### src/rtl/branch_pkg.sv
// Shared types, widths and counter helpers for the branch predictor.
// Default geometry: 9-bit PC, 16-entry direct-mapped BTB.
package branch_pkg;

  localparam int BP_PC_W    = 9;
  localparam int BP_ENTRIES = 16;
  localparam int BP_STAT_W  = 16;
  localparam int BP_IDX_W   = $clog2(BP_ENTRIES);
  localparam int BP_TAG_W   = BP_PC_W - 2 - BP_IDX_W;

  typedef logic [1:0] ctr_t;

  localparam ctr_t SNT = 2'd0;
  localparam ctr_t WNT = 2'd1;
  localparam ctr_t WT  = 2'd2;
  localparam ctr_t ST  = 2'd3;

  typedef struct packed {
    logic                valid;
    logic [BP_TAG_W-1:0] tag;
    logic [BP_PC_W-1:0]  target;
    ctr_t                ctr;
  } bp_entry_t;

  function automatic ctr_t sat_inc(input ctr_t c);
    return (c == ST) ? ST : c + 2'd1;
  endfunction

  function automatic ctr_t sat_dec(input ctr_t c);
    return (c == SNT) ? SNT : c - 2'd1;
  endfunction

endpackage

### src/rtl/btb_table.sv
// BTB storage: async-reset entries, two combinational read ports
// (fetch lookup, EX read-modify-write) and one write port.
module btb_table
  import branch_pkg::*;
#(
  parameter int ENTRIES = BP_ENTRIES,
  parameter int IDX_W   = $clog2(ENTRIES)
) (
  input  logic             clk,
  input  logic             rst_n,
  input  logic [IDX_W-1:0] rd_a_idx_i,
  output bp_entry_t        rd_a_o,
  input  logic [IDX_W-1:0] rd_b_idx_i,
  output bp_entry_t        rd_b_o,
  input  logic             we_i,
  input  logic [IDX_W-1:0] wr_idx_i,
  input  bp_entry_t        wr_entry_i
);

  localparam bp_entry_t RST_ENTRY = '{
    valid:  1'b0,
    tag:    '0,
    target: '0,
    ctr:    WNT
  };

  bp_entry_t tbl_q [ENTRIES];

  always_ff @(posedge clk or negedge rst_n) begin
    if (!rst_n) begin
      for (int i = 0; i < ENTRIES; i++) begin
        tbl_q[i] <= RST_ENTRY;
      end
    end else if (we_i) begin
      tbl_q[wr_idx_i] <= wr_entry_i;
    end
  end

  // Reads see pre-update contents; no write bypass.
  assign rd_a_o = tbl_q[rd_a_idx_i];
  assign rd_b_o = tbl_q[rd_b_idx_i];

endmodule

### src/rtl/branch_predict_unit.sv
// Branch unit: BTB lookup at fetch, resolution and redirect at EX,
// table training and saturating statistics.
module branch_predict_unit
  import branch_pkg::*;
#(
  parameter int PC_W    = BP_PC_W,
  parameter int ENTRIES = BP_ENTRIES,
  parameter int STAT_W  = BP_STAT_W
) (
  input  logic              clk,
  input  logic              rst_n,
  input  logic [PC_W-1:0]   if_pc,
  output logic              pred_taken,
  output logic [31:0]       pred_target,
  input  logic              ex_valid,
  input  logic [PC_W-1:0]   ex_pc,
  input  logic [31:0]       ex_imm,
  input  logic              ex_branch,
  input  logic              ex_jal,
  input  logic              ex_jalr,
  input  logic [31:0]       ex_alu_result,
  input  logic              ex_pred_taken,
  input  logic [31:0]       ex_pred_target,
  output logic [31:0]       pc_four,
  output logic              redirect,
  output logic [31:0]       redirect_pc,
  output logic [STAT_W-1:0] br_count,
  output logic [STAT_W-1:0] mispred_count
);

  localparam int IDX_W = $clog2(ENTRIES);
  localparam int TAG_W = PC_W - 2 - IDX_W;

  logic [IDX_W-1:0] if_idx;
  logic [TAG_W-1:0] if_tag;
  logic [IDX_W-1:0] ex_idx;
  logic [TAG_W-1:0] ex_tag;
  bp_entry_t        if_ent;
  bp_entry_t        ex_ent;
  bp_entry_t        wr_ent;
  logic             we;
  logic             if_hit;
  logic             ex_hit;
  logic [31:0]      ex_pc_ext;
  logic [31:0]      act_target;
  logic             act_taken;
  logic             mispred;
  logic             unused_pc_lsb;

  assign if_idx = if_pc[IDX_W+1:2];
  assign if_tag = if_pc[PC_W-1:IDX_W+2];
  assign ex_idx = ex_pc[IDX_W+1:2];
  assign ex_tag = ex_pc[PC_W-1:IDX_W+2];

  assign unused_pc_lsb = ^if_pc[1:0];

  btb_table #(
    .ENTRIES (ENTRIES)
  ) u_btb (
    .clk        (clk),
    .rst_n      (rst_n),
    .rd_a_idx_i (if_idx),
    .rd_a_o     (if_ent),
    .rd_b_idx_i (ex_idx),
    .rd_b_o     (ex_ent),
    .we_i       (we),
    .wr_idx_i   (ex_idx),
    .wr_entry_i (wr_ent)
  );

  assign if_hit      = if_ent.valid && (if_ent.tag == if_tag);
  assign pred_taken  = if_hit && if_ent.ctr[1];
  assign pred_target = pred_taken
                     ? {{(32-PC_W){1'b0}}, if_ent.target}
                     : 32'd0;

  assign ex_pc_ext  = {{(32-PC_W){1'b0}}, ex_pc};
  assign pc_four    = ex_pc_ext + 32'd4;
  assign act_target = ex_jalr ? ex_alu_result : ex_pc_ext + ex_imm;
  assign act_taken  = ex_valid
                    && ((ex_branch && ex_alu_result[0])
                        || ex_jal || ex_jalr);

  assign mispred = ex_valid
                 && ((act_taken != ex_pred_taken)
                     || (act_taken
                         && (ex_pred_target != act_target)));

  assign redirect    = mispred;
  assign redirect_pc = !mispred ? 32'd0
                     : act_taken ? act_target
                     : pc_four;

  assign ex_hit = ex_ent.valid && (ex_ent.tag == ex_tag);

  always_comb begin
    we     = 1'b0;
    wr_ent = ex_ent;
    // jalr targets are data dependent, so they are never cached.
    if (ex_valid && !ex_jalr) begin
      if (ex_jal) begin
        we     = 1'b1;
        wr_ent = '{
          valid:  1'b1,
          tag:    ex_tag,
          target: act_target[PC_W-1:0],
          ctr:    ST
        };
      end else if (ex_branch) begin
        if (ex_hit) begin
          we         = 1'b1;
          wr_ent.ctr = act_taken ? sat_inc(ex_ent.ctr)
                                 : sat_dec(ex_ent.ctr);
          if (act_taken) begin
            wr_ent.target = act_target[PC_W-1:0];
          end
        end else if (act_taken) begin
          we     = 1'b1;
          wr_ent = '{
            valid:  1'b1,
            tag:    ex_tag,
            target: act_target[PC_W-1:0],
            ctr:    WT
          };
        end
      end
    end
  end

  logic [STAT_W-1:0] br_count_q;
  logic [STAT_W-1:0] br_count_d;
  logic [STAT_W-1:0] mis_count_q;
  logic [STAT_W-1:0] mis_count_d;
  logic              br_inc;

  assign br_inc = ex_valid && (ex_branch || ex_jal || ex_jalr);

  always_comb begin
    br_count_d  = br_count_q;
    mis_count_d = mis_count_q;
    if (br_inc && !(&br_count_q)) begin
      br_count_d = br_count_q + STAT_W'(1);
    end
    if (mispred && !(&mis_count_q)) begin
      mis_count_d = mis_count_q + STAT_W'(1);
    end
  end

  always_ff @(posedge clk or negedge rst_n) begin
    if (!rst_n) begin
      br_count_q  <= '0;
      mis_count_q <= '0;
    end else begin
      br_count_q  <= br_count_d;
      mis_count_q <= mis_count_d;
    end
  end

  assign br_count      = br_count_q;
  assign mispred_count = mis_count_q;

endmodule

### config.mk
export PLATFORM = sky130hd
export DESIGN_NAME = branch_predict_unit
export DESIGN_NICKNAME = d
export VERILOG_FILES = /design/src/rtl/branch_pkg.sv /design/src/rtl/btb_table.sv /design/src/rtl/branch_predict_unit.sv
export SDC_FILE = /design/constraint.sdc
export NUM_CORES = 1
export LEC_CHECK = 0
export ABC_AREA = 1
export BUFFER_PORTS_ARGS = -buffer_cell sky130_fd_sc_hd__buf_2
export CAP_MARGIN = 20
export CORE_ASPECT_RATIO = 1.75
export CORE_MARGIN = 2
export CORE_UTILIZATION = 45
export CTS_BUF_LIST = sky130_fd_sc_hd__clkbuf_8
export DETAILED_ROUTE_END_ITERATION = 12
export SLEW_MARGIN = 40
export SYNTH_ARGS = -nofsm -noshare
export SYNTH_HDL_FRONTEND = slang
export SYNTH_HIERARCHICAL = 1
export SYNTH_SLANG_ARGS = --single-unit
### constraint.sdc
create_clock -name clk -period 4.28 [get_ports clk]
set_clock_uncertainty 0.15 [all_clocks]
set_input_delay 0.856 -clock clk [delete_from_list [all_inputs] [get_ports clk]]
set_output_delay 0.856 -clock clk [all_outputs]
set_load 0.03 [all_outputs]
After elaboration in Yosys (flattened, before gate mapping) --
Index checks and enable logic that the tools add are counted.
Word-level totals: input port bits 121, register bits 272
Cells by class: reductions and logical operators 23, equal/unequal tests 5, muxes and demuxes 28, bitwise logic cells 2, add/subtract/negate cells 6, order comparisons 3
Operators by type and width (count):
- $bwmux 240 | 1
- $mux 15 | 9
- $bmux 15 s4 | 2
- $mux 32 | 3
- $demux 15 s4 | 1
- $add 16x1->16 const B | 2
- $add 9x32->32 | 1
- $ne 32x32->1 | 1
- $reduce_and 16->1 | 2
- $mux 9 | 2
- $logic_and 1x1->1 | 12
- $mux 11 | 1
- $add 9x3->10 const B | 1
- $ge 5x5->1 const B | 2
- $not 4->5 | 2
- $eq 3x3->1 | 2
- $mux 2 | 3
- $logic_or 1x1->1 | 5
- $lt 5x1->1 const B | 1
- $mux 1 | 5
- $mux 4 | 1
- $logic_not 1->1 | 3
- $add 2x1->2 const B | 1
- $eq 2x2->1 const B | 1
- other kinds (3) | 3

Longest topological paths before layout --
word-level depth 12, gate-level depth with buffers 25, depth with buffers taken out 24

Cells and area by module --
Netlist, hierarchy kept.
By module, submodules not included:
- btb_table | cells an instance 2102, seq. area each 6025.8 µm², area each 13952.1 µm², instances 1
- branch_predict_unit | cells an instance 975, seq. area each 800.8 µm², area each 5467.7 µm², instances 1

Least setup slack after synthesis --
No wires, ideal clock.
kind in2out, start point input if_pc[3], end point output pred_target[0], buffers on the path 2, stages 13, slack -0.532 ns, arrival 3.806 ns, cells stage by stage buf_2 > clkinv_1 > clkbuf_1 > nand3_1 > nand3_1 > nand3_1 > nand2_1 > inv_1 > nand2_1 > nand3_1 > nor4_1 > clkinv_1 > nor2_1
RTL lines:
- start: declaration | RTL line branch_predict_unit.sv:12 | input logic [PC_W-1:0] if_pc,
- end: declaration | RTL line branch_predict_unit.sv:14 | output logic [31:0] pred_target,

Worst setup path after layout --
start point input ex_pc[2], end point output redirect_pc[11]
On the way: cells in the longest elaborated chain, start to end 7, elaborated cells between the ends (all ways) 8, classes of those cells add/sub: 1; eq/ne: 1; mux: 3; reduce/logical: 3
RTL lines:
- start: declaration | RTL line branch_predict_unit.sv:16 | input logic [PC_W-1:0] ex_pc,
- $add 9x32->32 * | RTL line branch_predict_unit.sv:79 | assign act_target = ex_jalr ? ex_alu_result : ex_pc_ext + ex_imm;
- $mux 32 * | RTL line branch_predict_unit.sv:79
- $ne 32x32->1 | RTL line branch_predict_unit.sv:87 | && (ex_pred_target != act_target)));
- $logic_and 1x1->1 | RTL line branch_predict_unit.sv:87
- $logic_or 1x1->1 | RTL line branch_predict_unit.sv:86 | || (act_taken
- $logic_and 1x1->1 | RTL line branch_predict_unit.sv:85 | && ((act_taken != ex_pred_taken)
- $mux 32 * | RTL line branch_predict_unit.sv:90 | assign redirect_pc = !mispred ? 32'd0
- end: declaration | RTL line branch_predict_unit.sv:26 | output logic [31:0] redirect_pc,
Mark *: on every way between the ends. The rest lies on a longest branch, timed or not.

==> results.env <==
OVERALL_ROUTED_NET_LENGTH_UM=74500
FLOORPLAN.INITIALDENSITY=0.455
RESIDUAL_OVERFLOW_FROM_GLOBAL_ROUTING=0
GRTUSAGETOTAL=0.334
DRTPASS1ITERATIONS=7
SLEW_VIOLATIONS=0
VIOLATIONS='setup timing'
CP_DATA_REQUIRED_TIME_PS=3270
PATH_BUF_INV=4
ANTENNA_FOUND_INITIAL=3
FINALSETUPVIOLCOUNT=33
SWITCHINGPOWER_mW=3.15
DRV.MAX_CAP_VIOLATION_COUNT=0
AREA_GROWTH_SYN_TO_LAYOUT_PCT=25.2
SETUP_REPAIR_AFTER_GLOBAL_ROUTING_MISSED_ITS_MARGIN='yes'
POWER.SEQUENTIAL.FRACTION=0.396
DIE-AREA_UM2=44600
YOSYS_WARNS=6
CRITICAL_PATH.MOST_COMMON_CELL='buf_4'
NFILLCELLS=4182
NUMCLOCKSINKS=272
DETAILROUTE.VIA_COUNT=21200
P_INT_mW=5.26
VIAS_PER_CELL=5.37
WL_PER_CELL_UM=18.9
PNR_WORST_SETUP_SLACK_PS=-222
FINAL_CORE_UTIL=0.569
CLK_TRANSITION_REPORTED_PATHS_PS=60
DIE_WIDTH_UM=160
VIA_COUNT_OF_THE_FIRST_GLOBAL_ROUTING_PASS=20900
LEAKAGE_POWER_OF_THE_DESIGN_nW=12.6
DETAIL_ROUTE.DRC_VIOLATIONS=0
LAYOUT.NETS=3485
STD_CELL_ROWS=100
REPORT.POWER.TOTAL_mW=8.42
CTS-HTREE-LEVELS=2
HOLD_PATH_CLASS='in -> async'
HOLD_VIOLATIONS=0
DESIGN.PORTCOUNT=251
CP_MAX_FO=6
FINALCRITICALPERIOD_PS=4500
DRIVE_GT1_FRAC=0.213
FINAL.PERIOD_UTILIZATION=1.05
CRITICAL_PATH.TOP_DELAY_FAMILY='simple AND/OR/NAND/NOR gates'
SYN_AREA_PER_CELL_UM2=6.33
POWER.SHARE.SWITCHING=0.375
ANTENNA_LEFT=0
DRT_ITER0_MARKERS=1690
SETUP-TNS-FINAL_PS=-5280
RUN_STATUS='complete, but fails checks'
CTS-BUFFERS-INSERTED=45
CP_DATA_ARRIVAL_TIME_PS=3500
POWER.CLOCK.FRACTION=0.279
POWER.DENSITY_nW_PER_UM2=348
CTSROOTBUFFERMASTER='clkbuf_8'
TRITONCTS='yes'
WORST_SETUP_PATH_END_KIND='output pin'
PATH_CELLS='buf_4 -> ha_4 -> nand2_4 -> buf_4 -> nand2_1 -> nand2_1 -> nand2_1 -> nand2_2 -> nand3_4 -> nand2_4 -> o21ai_1 -> nand3_1 -> nand3_1 -> nand2_2 -> nand3_2 -> nor2_4 -> nand3_4 -> nand2_8 -> buf_4 -> nor3_1 -> buf_4'
SYNTHESIS.INSTANCES=3046
P_COMB_FRAC=0.325
PLACE_HPWL_UM=53100
PRE_CTS_SLACK_PS=-561
CP_SLOWEST_STAGE_DELAY_PS=310
CLOCKBUFFERDEPTH=3
FINALWEIGHTEDCONGESTION=1.05
GRT_START_MAX_NET_PINS=70
WORST_CASE_VDD_IR_DROP_uV=247
WORST_SLEW_PIN_SLEW_PS=816
GRT_FIRST_PASS_WIRELENGTH_UM=116000
WORST_SLEW_MARGIN_REL=0.450
SYNTHESIZED_AREA_UM2=19300
STARTPOINT_TYPE='primary input'
MAX_FREQ_MHz=222
PATH_CLASS='in -> out'
CHIPHEIGHT_UM=278
IO_BUFFER_COUNT=203
CLOCK_LATENCY_PS=600
CORE_UM2=42400
SLOWEST_STAGE='ha_4'
metal layers:
metal  GRT usage  vias up  wire (um)
met5           0        -         13
met4       0.216        2       5570
met3      0.0426      250       4960
met2       0.590      948      36700
met1       0.377     9860      27200
li1            -    10100          -
power groups by stage:
| stage | Sequential (mW) | Combinational, mW | Clock, mW |
|---|---|---|---|
| floorplan | 3.41 | 1.65 | 0 |
| global placement | 3.36 | 2.52 | 0 |
| detailed placement | 3.37 | 2.58 | 0 |
| CTS | 3.33 | 2.69 | 2.41 |
| global route | 3.39 | 3.07 | 2.50 |
| finish | 3.34 | 2.73 | 2.35 |
repair_timing:
action                     in CTS  in global routing
pin swaps                      32                 27
cloned                          1                  0
gates resized for setup       163                 71
buffers inserted               14                  2
setup endpoints to repair      33                143
hold buffers                    0                  0
cell type report:
| cell class | instances | area, um2 | share of cell area |
|---|---|---|---|
| timing repair buffer | 440 | 3340 | 0.138 |
| inverter | 400 | 1510 | 0.0624 |
| sequential | 272 | 6830 | 0.283 |
| clock inverter | 27 | 148 | 0.00611 |
| antenna | 2 | 5.00 | 0.000207 |
| clock buffer | 55 | 757 | 0.0313 |
| tap | 561 | 702 | 0.0291 |
| multi-input combinational | 2192 | 10900 | 0.450 |
sequential cells by signal, summed over array words and instances, names as in the netlist:
name,count
mispred_count,16
br_count,16
u_btb/tbl_q,240
worst paths after layout:
path                       cells after the start  slack [ps]             start                to
max reg2reg                                   20         860  u_btb/tbl_q[132]   u_btb/tbl_q[92]
max                                           21        -220          ex_pc[2]   redirect_pc[11]
max in group asynchronous                      3        2850             rst_n   u_btb/tbl_q[77]
min in group clk                               2         330  u_btb/tbl_q[135]  u_btb/tbl_q[135]
min                                            1          30             rst_n       br_count[5]
min reg2reg                                    2         330  u_btb/tbl_q[135]  u_btb/tbl_q[135]
worst reg2reg max path: cells and delay by family (launching register included):
| family | cells | cell delay [ps] |
|---|---|---|
| simple gates | 9 | 1120 |
| buf+inv | 7 | 1080 |
| compound gates | 4 | 610 |
| flops | 1 | 380 |
cells in the final DEF (no fill, tap or decap), drive strengths merged, types with 16 or more instances in the layout:
master  count
nand3     523
conb       45
nor2       95
nor3       37
or2        33
xor2       24
o21ai     270
nand4      33
buf       440
inv       410
dfstp      16
dfrtp     256
nand3b     21
clkbuf     55
nand2    1063
stage by stage:
stage,hold WS [ps],cells,instance area [um2]
4_1_cts,28.3,3948,23900
3_5_place_dp,318,3853,22200
6_report,34.2,3949,24100
3_3_place_gp,313,3852,22200
5_1_grt,54.3,3948,24100
2_1_floorplan,303,3090,19600
(Power assumes the default switching activity.)
